`src/rtl/definition.sv`:
```
// Shared definitions for the attention datapath and its scheduler.
//   att_width   : datapath word width used by Attention_core
//   att_phase_t : scheduler phase encoding, visible on the phase port
//   att_err_t   : error cause reported on err_code
package definition;

   localparam int att_width = 16;

   typedef enum logic [2:0] {
      IDLE   = 3'd0,
      LOAD_Q = 3'd1,
      LOAD_K = 3'd2,
      LOAD_V = 3'd3,
      SCORE  = 3'd4,
      DRAIN  = 3'd5,
      DONE   = 3'd6
   } att_phase_t;

   typedef enum logic [1:0] {
      ERR_NONE    = 2'd0,
      ERR_CFG     = 2'd1,
      ERR_TIMEOUT = 2'd2
   } att_err_t;

endpackage

```
`src/rtl/att_tok_counter.sv`:
```
// Modulo counter with a programmable terminal value.
//   clk, rstn : clock, synchronous active-low reset
//   clr       : force count to 0 (priority over inc)
//   inc       : advance by one, wrapping to 0 after term
//   term      : terminal value (modulus - 1)
//   count     : current value
//   last      : count equals term
module att_tok_counter #(
   parameter int W = 4
) (
   input  logic         clk,
   input  logic         rstn,
   input  logic         clr,
   input  logic         inc,
   input  logic [W-1:0] term,
   output logic [W-1:0] count,
   output logic         last
);

   assign last = (count == term);

   always_ff @(posedge clk) begin
      if (!rstn || clr)
         count <= '0;
      else if (inc)
         count <= last ? '0 : count + W'(1);
   end

endmodule

```
`src/rtl/attention_scheduler.sv`:
```
// Sequencing controller for Attention_core: one layer per start, looping over
// heads; each head loads Q, K, V token streams, waits for the core score
// phase, then drains output tokens.
//   clk, rstn             : clock, synchronous active-low reset
//   start, abort          : layer start (IDLE only) / return to IDLE
//   cfg_tokens, cfg_heads : layer config, latched at an accepted start
//   in_valid / in_ready   : upstream token handshake
//   core_end / core_en    : core end flag / core enable
//   out_valid / out_ready : downstream token handshake
//   phase, tok_idx, head_idx, busy : status
//   done, err, err_code   : completion pulse, error pulse, error cause
module attention_scheduler
   import definition::*;
#(
   parameter int MAX_TOKENS    = 16,
   parameter int MAX_HEADS     = 4,
   parameter int SCORE_TIMEOUT = 255
) (
   input  logic                             clk,
   input  logic                             rstn,
   input  logic                             start,
   input  logic                             abort,
   input  logic [$clog2(MAX_TOKENS+1)-1:0]  cfg_tokens,
   input  logic [$clog2(MAX_HEADS+1)-1:0]   cfg_heads,
   input  logic                             in_valid,
   output logic                             in_ready,
   input  logic                             core_end,
   output logic                             core_en,
   output logic                             out_valid,
   input  logic                             out_ready,
   output att_phase_t                       phase,
   output logic [$clog2(MAX_TOKENS)-1:0]    tok_idx,
   output logic [$clog2(MAX_HEADS)-1:0]     head_idx,
   output logic                             busy,
   output logic                             done,
   output logic                             err,
   output logic [1:0]                       err_code
);

   localparam int TW  = $clog2(MAX_TOKENS + 1);
   localparam int IW  = $clog2(MAX_TOKENS);
   localparam int HW  = $clog2(MAX_HEADS + 1);
   localparam int HIW = $clog2(MAX_HEADS);
   localparam int CW  = $clog2(SCORE_TIMEOUT + 1);

   att_phase_t      state, nxt;
   logic [TW-1:0]   cfg_tok_q;
   logic [HW-1:0]   cfg_head_q;
   logic [CW-1:0]   tcnt;
   logic            cfg_ok, accept, bad_cfg, t_out;
   logic            in_acc, out_acc, tok_last, head_last, cnt_clr;

   assign phase   = state;
   assign in_acc  = in_valid & in_ready;
   assign out_acc = out_valid & out_ready;
   assign cfg_ok  = (cfg_tokens != '0) && (cfg_tokens <= TW'(MAX_TOKENS)) &&
                    (cfg_heads  != '0) && (cfg_heads  <= HW'(MAX_HEADS));

   // Counters sit at 0 whenever the FSM is (or is about to be) idle, so an
   // accepted start always begins from index 0 and abort leaves them cleared.
   assign cnt_clr = (nxt == IDLE);

   att_tok_counter #(.W(IW)) u_tok (
      .clk   (clk),
      .rstn  (rstn),
      .clr   (cnt_clr),
      .inc   (in_acc | out_acc),
      .term  (IW'(cfg_tok_q - TW'(1))),
      .count (tok_idx),
      .last  (tok_last)
   );

   att_tok_counter #(.W(HIW)) u_head (
      .clk   (clk),
      .rstn  (rstn),
      .clr   (cnt_clr),
      .inc   (out_acc & tok_last & ~head_last),
      .term  (HIW'(cfg_head_q - HW'(1))),
      .count (head_idx),
      .last  (head_last)
   );

   always_comb begin
      nxt     = state;
      accept  = 1'b0;
      bad_cfg = 1'b0;
      t_out   = 1'b0;
      if (abort) begin
         nxt = IDLE;
      end else begin
         case (state)
            IDLE:
               if (start) begin
                  if (cfg_ok) begin
                     accept = 1'b1;
                     nxt    = LOAD_Q;
                  end else begin
                     bad_cfg = 1'b1;
                  end
               end
            LOAD_Q: if (in_acc && tok_last) nxt = LOAD_K;
            LOAD_K: if (in_acc && tok_last) nxt = LOAD_V;
            LOAD_V: if (in_acc && tok_last) nxt = SCORE;
            SCORE:
               // tcnt counts completed SCORE cycles; the edge ending cycle
               // SCORE_TIMEOUT is the timeout point. core_end wins a tie.
               if (core_end) begin
                  nxt = DRAIN;
               end else if (tcnt == CW'(SCORE_TIMEOUT - 1)) begin
                  t_out = 1'b1;
                  nxt   = IDLE;
               end
            DRAIN:
               if (out_acc && tok_last) nxt = head_last ? DONE : LOAD_Q;
            DONE:    nxt = IDLE;
            default: nxt = IDLE;
         endcase
      end
   end

   always_ff @(posedge clk) begin
      if (!rstn) begin
         state      <= IDLE;
         in_ready   <= 1'b0;
         core_en    <= 1'b0;
         out_valid  <= 1'b0;
         busy       <= 1'b0;
         done       <= 1'b0;
         err        <= 1'b0;
         err_code   <= ERR_NONE;
         cfg_tok_q  <= '0;
         cfg_head_q <= '0;
         tcnt       <= '0;
      end else begin
         state     <= nxt;
         in_ready  <= (nxt == LOAD_Q) || (nxt == LOAD_K) || (nxt == LOAD_V);
         core_en   <= (nxt == SCORE) || (nxt == DRAIN);
         out_valid <= (nxt == DRAIN);
         busy      <= (nxt != IDLE);
         done      <= (nxt == DONE);
         err       <= bad_cfg | t_out;
         tcnt      <= (state == SCORE && nxt == SCORE) ? tcnt + CW'(1) : '0;
         if (bad_cfg) begin
            err_code <= ERR_CFG;
         end else if (t_out) begin
            err_code <= ERR_TIMEOUT;
         end else if (accept) begin
            err_code   <= ERR_NONE;
            cfg_tok_q  <= cfg_tokens;
            cfg_head_q <= cfg_heads;
         end
      end
   end

endmodule

```
`config.mk`:
```
export PLATFORM = sky130hd
export DESIGN_NAME = attention_scheduler
export DESIGN_NICKNAME = d
export VERILOG_FILES = /design/src/rtl/definition.sv /design/src/rtl/att_tok_counter.sv /design/src/rtl/attention_scheduler.sv
export SDC_FILE = /design/constraint.sdc
export NUM_CORES = 1
export LEC_CHECK = 0
export CORE_ASPECT_RATIO = 0.6
export CORE_MARGIN = 3
export CORE_UTILIZATION = 45
export CTS_BUF_LIST = sky130_fd_sc_hd__clkbuf_2 sky130_fd_sc_hd__clkbuf_4 sky130_fd_sc_hd__clkbuf_8
export DETAILED_ROUTE_END_ITERATION = 8
export GPL_TIMING_DRIVEN = 0
export PLACE_DENSITY = 0.71
export SLEW_MARGIN = 5
export SYNTH_ARGS = -nofsm -noshare
export SYNTH_HDL_FRONTEND = slang
export SYNTH_SLANG_ARGS = --single-unit
```
`constraint.sdc`:
```
create_clock -name clk -period 2.8 [get_ports clk]
set_clock_uncertainty 0.05 [all_clocks]
set_input_delay 0.28 -clock clk [delete_from_list [all_inputs] [get_ports clk]]
set_output_delay 0.28 -clock clk [all_outputs]
set_load 0.02 [all_outputs]
```
==> key figures <==
Power and ir drop
  – Combinational power share: about 9%
  – Peak VDD IR: 0.2442 mV
  – Net Sw Frac: 22.27%
  – Power Dens Cells: between 400 and 500 mW/mm2
  – Reg power frac: about 45%
  – Leak: approximately 0.80 nW
  – Pint: around 0.78 mW
  – Switching pwr: approximately 0.22 mW
  – Clock power frac: between 40% and 50%

Die
  – Rows: 16
  – Ports: 32
  – Core ar.: 0.003343 mm2
  – Die area: 0.004343 mm2
  – Starting Density: roughly half
  – Die height: 52.27 um
  – Width of the die: approximately 83 um

Global route
  – Vias in the first global route: 1,333
  – Grt total ovfl: 0
  – Total GRT Usage: between 10% and 20%
  – First-pass GRT wire length: 6306 um
  – Largest net degree at the start of global routing: 11
  – Antenna violations before repair: 0

Route
  – DRC violations left: 0
  – Via density: 5.391
  – Vias after detailed routing: approximately 1,400
  – Initial DRC Count: 84
  – DRT Wirelength: just under 4000 um
  – First drt pass iteration count: 4
  – Antenna-violating nets left: 0
  – Drt wl/cell: roughly 15 um

Worst setup path
  – Crit Path Category: register to register
  – Worst reg-to-reg path cell count: 8
  – R2R Path Start: cfg_tok_q[0]
  – Reg2reg setup slack: between 200 and 250 ps
  – Data required time of the worst path: between 2000 and 3000 ps
  – Startpoint type of the worst setup path: register
  – Worst reg2reg endpoint: u_tok.count[2]
  – CP Cell Sequence: inv_1, ha_1, xor2_1, nand3_2, nor4_2, o211ai_2, o211ai_4, a22oi_2
  – Crit path max fanout: 8
  – Largest stage delay on the critical path: ~470 ps
  – Endpoint class of the critical path: register
  – Worst Path Arrival: 2670 ps
  – Critical-path top delay cell: nor4_2

Job
  – Maxcap violations: 0

Min path
  – Origin of the worst min-delay path: err_code[1]
  – Hold worst-path end: err_code[1]
  – Hold path cells: 1
  – Worst Hold Class: register to register

Layout
  – Area Growth Syn to Fin: 30.55%
  – Share of layout cells above drive strength 1: 13.46%
  – Fin util: 62.69%
  – Ant diodes: 0
  – Layout Cells excl Fill: 253
  – Nets@finish: about 230

Yosys
  – Netlist cell types: 49
  – Mapped Nets: around 190
  – Post-synthesis cell area: about 0.0016 mm2
  – Top post-synthesis cells by count: dfxtp_1 (31), nor2_1 (28), a21oi_1 (10), xor2_1 (9)
  – Post-synthesis area per instance: between 9 and 10 um2
  – Share of the synthesized area in the top cell type: between 30% and 40%
  – Warnings, synthesis: 0
  – Main synth FF type: dfxtp_1
  – Ys async rst share: 0%
  – Count leader, synth: dfxtp_1
  – Number of flops mapped to enable cells by yosys: 0
  – Top post-synthesis cells by area: dfxtp_1 (39%), nor2_1 (6.5%), mux2i_1 (5.0%)
  – Synth Register Bits: 31
  – Seq/Total Area, Yosys: 38.66%
  – Post-synthesis cell count: 169
  – Area leader, netlist: dfxtp_1

Clocking
  – Clk root buf: clkbuf_8
  – Clock Path Buffers: 2
  – TritonCTS clock tree: done
  – Worst skew pair latency: between 200 and 300 ps
  – Total CTS buffers: 5
  – H-tree Lvls: 2
  – Postcts setup bufs: 0
  – Clock slew at reported path FFs: 70 ps
  – CTS Sinks: 31

Placed design
  – PortBufs: 31
  – Placed Cells: approximately 250
  – DP Worst Slack: 219.9 ps
  – Routability cong.: approximately 0.83
  – Post-DP HPWL: around 3000 um

STA
  – Fin crit period: 2566 ps
  – Final setup viols: 0
  – Max Slew Vio Count: 0
  – Setup_tns: 0 ps
  – Max Clk Rate: 389.7 MHz
  – Final period util: between 90% and 100%
  – Hold Fails Final Rpt: 0
  – Worst Tran Pin Value: ~790 ps
  – RSZ-0062 raised after global routing: no
  – Max-Slew Margin vs Limit: 47.24%
  – Final worst slack: around 230 ps

Outcome
  – Status: completed
[cell usage in the layout (no fill, tap or decap), drive strengths merged, types with 3 or more instances in the layout]
master / n
nor2: 28
nand3: 8
or4: 3
nand2b: 3
o21ai: 3
inv: 5
dfxtp: 31
xnor2: 6
nand2: 8
xor2: 9
nand4: 3
clkdlybuf4s50: 31
nor2b: 3
nor3: 6
or2: 3
ha: 4
a21oi: 11
clkbuf: 6
mux2i: 8
[area by class of cell]
cell class	instances	area, um2
inverter	6	22.52
clock inverter	2	35.03
sequential	31	620.6
timing repair buffer	31	310.3
tap	45	56.30
fill	271	1247
buffer	2	16.27
multi-input combinational	130	952.2
clock buffer	6	82.58
[cell families after synthesis]
group | count (synthesis) | synth area share, %
and+or+nand+nor | 76 | 26.81
buffers and inverters | 8 | 2.416
DFF | 31 | 38.66
muxes | 8 | 4.989
AOI/OAI and AO/OA | 26 | 13.48
xor gates and xnor gates | 16 | 10.52
adders and majority gates | 4 | 3.118
[worst max-delay path, delay by kind of cell, from the launching register on]
family	cells	cell delay (ps)
flops	1	440
simple gates	2	670
buf+inv	1	80
compound gates	3	710
xor+xnor	1	170
fa+ha+maj	1	310
[through the flow]
stage / area (um2) / hold WS, ps / total power, mW
final: 2096 / 449.6 / 1.002
after global routing: 2096 / 465.2 / 1.034
after CTS: 2090 / 457.6 / 1.003
after detailed placement: 1972 / 437.7 / 0.5496
after global placement: 1972 / 432.2 / 0.5468
after floorplan: 1605 / 347.5 / 0.5069
[per-layer routing]
| layer | share of wire [%] | vias to the layer above | track usage [%] |
|---|---|---|---|
| met5 | 0 | - | 0 |
| met4 | 1.0 | 0 | 5.707 |
| met3 | 7.0 | 5 | 5.965 |
| met2 | 43 | 51 | 29.65 |
| met1 | 49 | 630 | 25.05 |
| li1 | - | 678 | - |
[sequential cells by signal, summed over array words and instances, names as in the netlist]
name	cells
busy	1
cfg_head_q	2
cfg_tok_q	4
core_en	1
done	1
err	1
err_code	2
in_ready	1
out_valid	1
phase	3
tcnt	8
u_head.count	2
u_tok.count	4
[timing repair]
action / CTS / global route
endpoints found under the setup margin: 0 / 6
resized for setup: 0 / 1
hold buffers: 0 / 0
[worst max-delay path by stage]
| stage | from | endpoint | slack [ps] | cells past startpoint |
|---|---|---|---|---|
| CTS | cfg_tok_q[0] | u_tok.count[2] | 210 | 8 |
| floorplan | cfg_tok_q[0] | u_tok.count[2] | 590 | 8 |
| global route | cfg_tok_q[0] | u_tok.count[2] | 40 | 8 |
| global placement | cfg_tok_q[0] | u_tok.count[2] | 370 | 8 |
| detailed placement | cfg_tok_q[0] | u_tok.count[2] | 220 | 8 |
| finish | cfg_tok_q[0] | u_tok.count[2] | 230 | 8 |
[power by group through the flow]
stage / clock network (mW) / registers (mW) / logic [mW]
after floorplan: 0 / 0.465 / 0.0417
after global placement: 0 / 0.462 / 0.0848
after detailed placement: 0 / 0.462 / 0.0876
after CTS: 0.463 / 0.452 / 0.0879
after global routing: 0.486 / 0.453 / 0.0952
final: 0.461 / 0.452 / 0.0885
(Power assumes the default switching activity.)
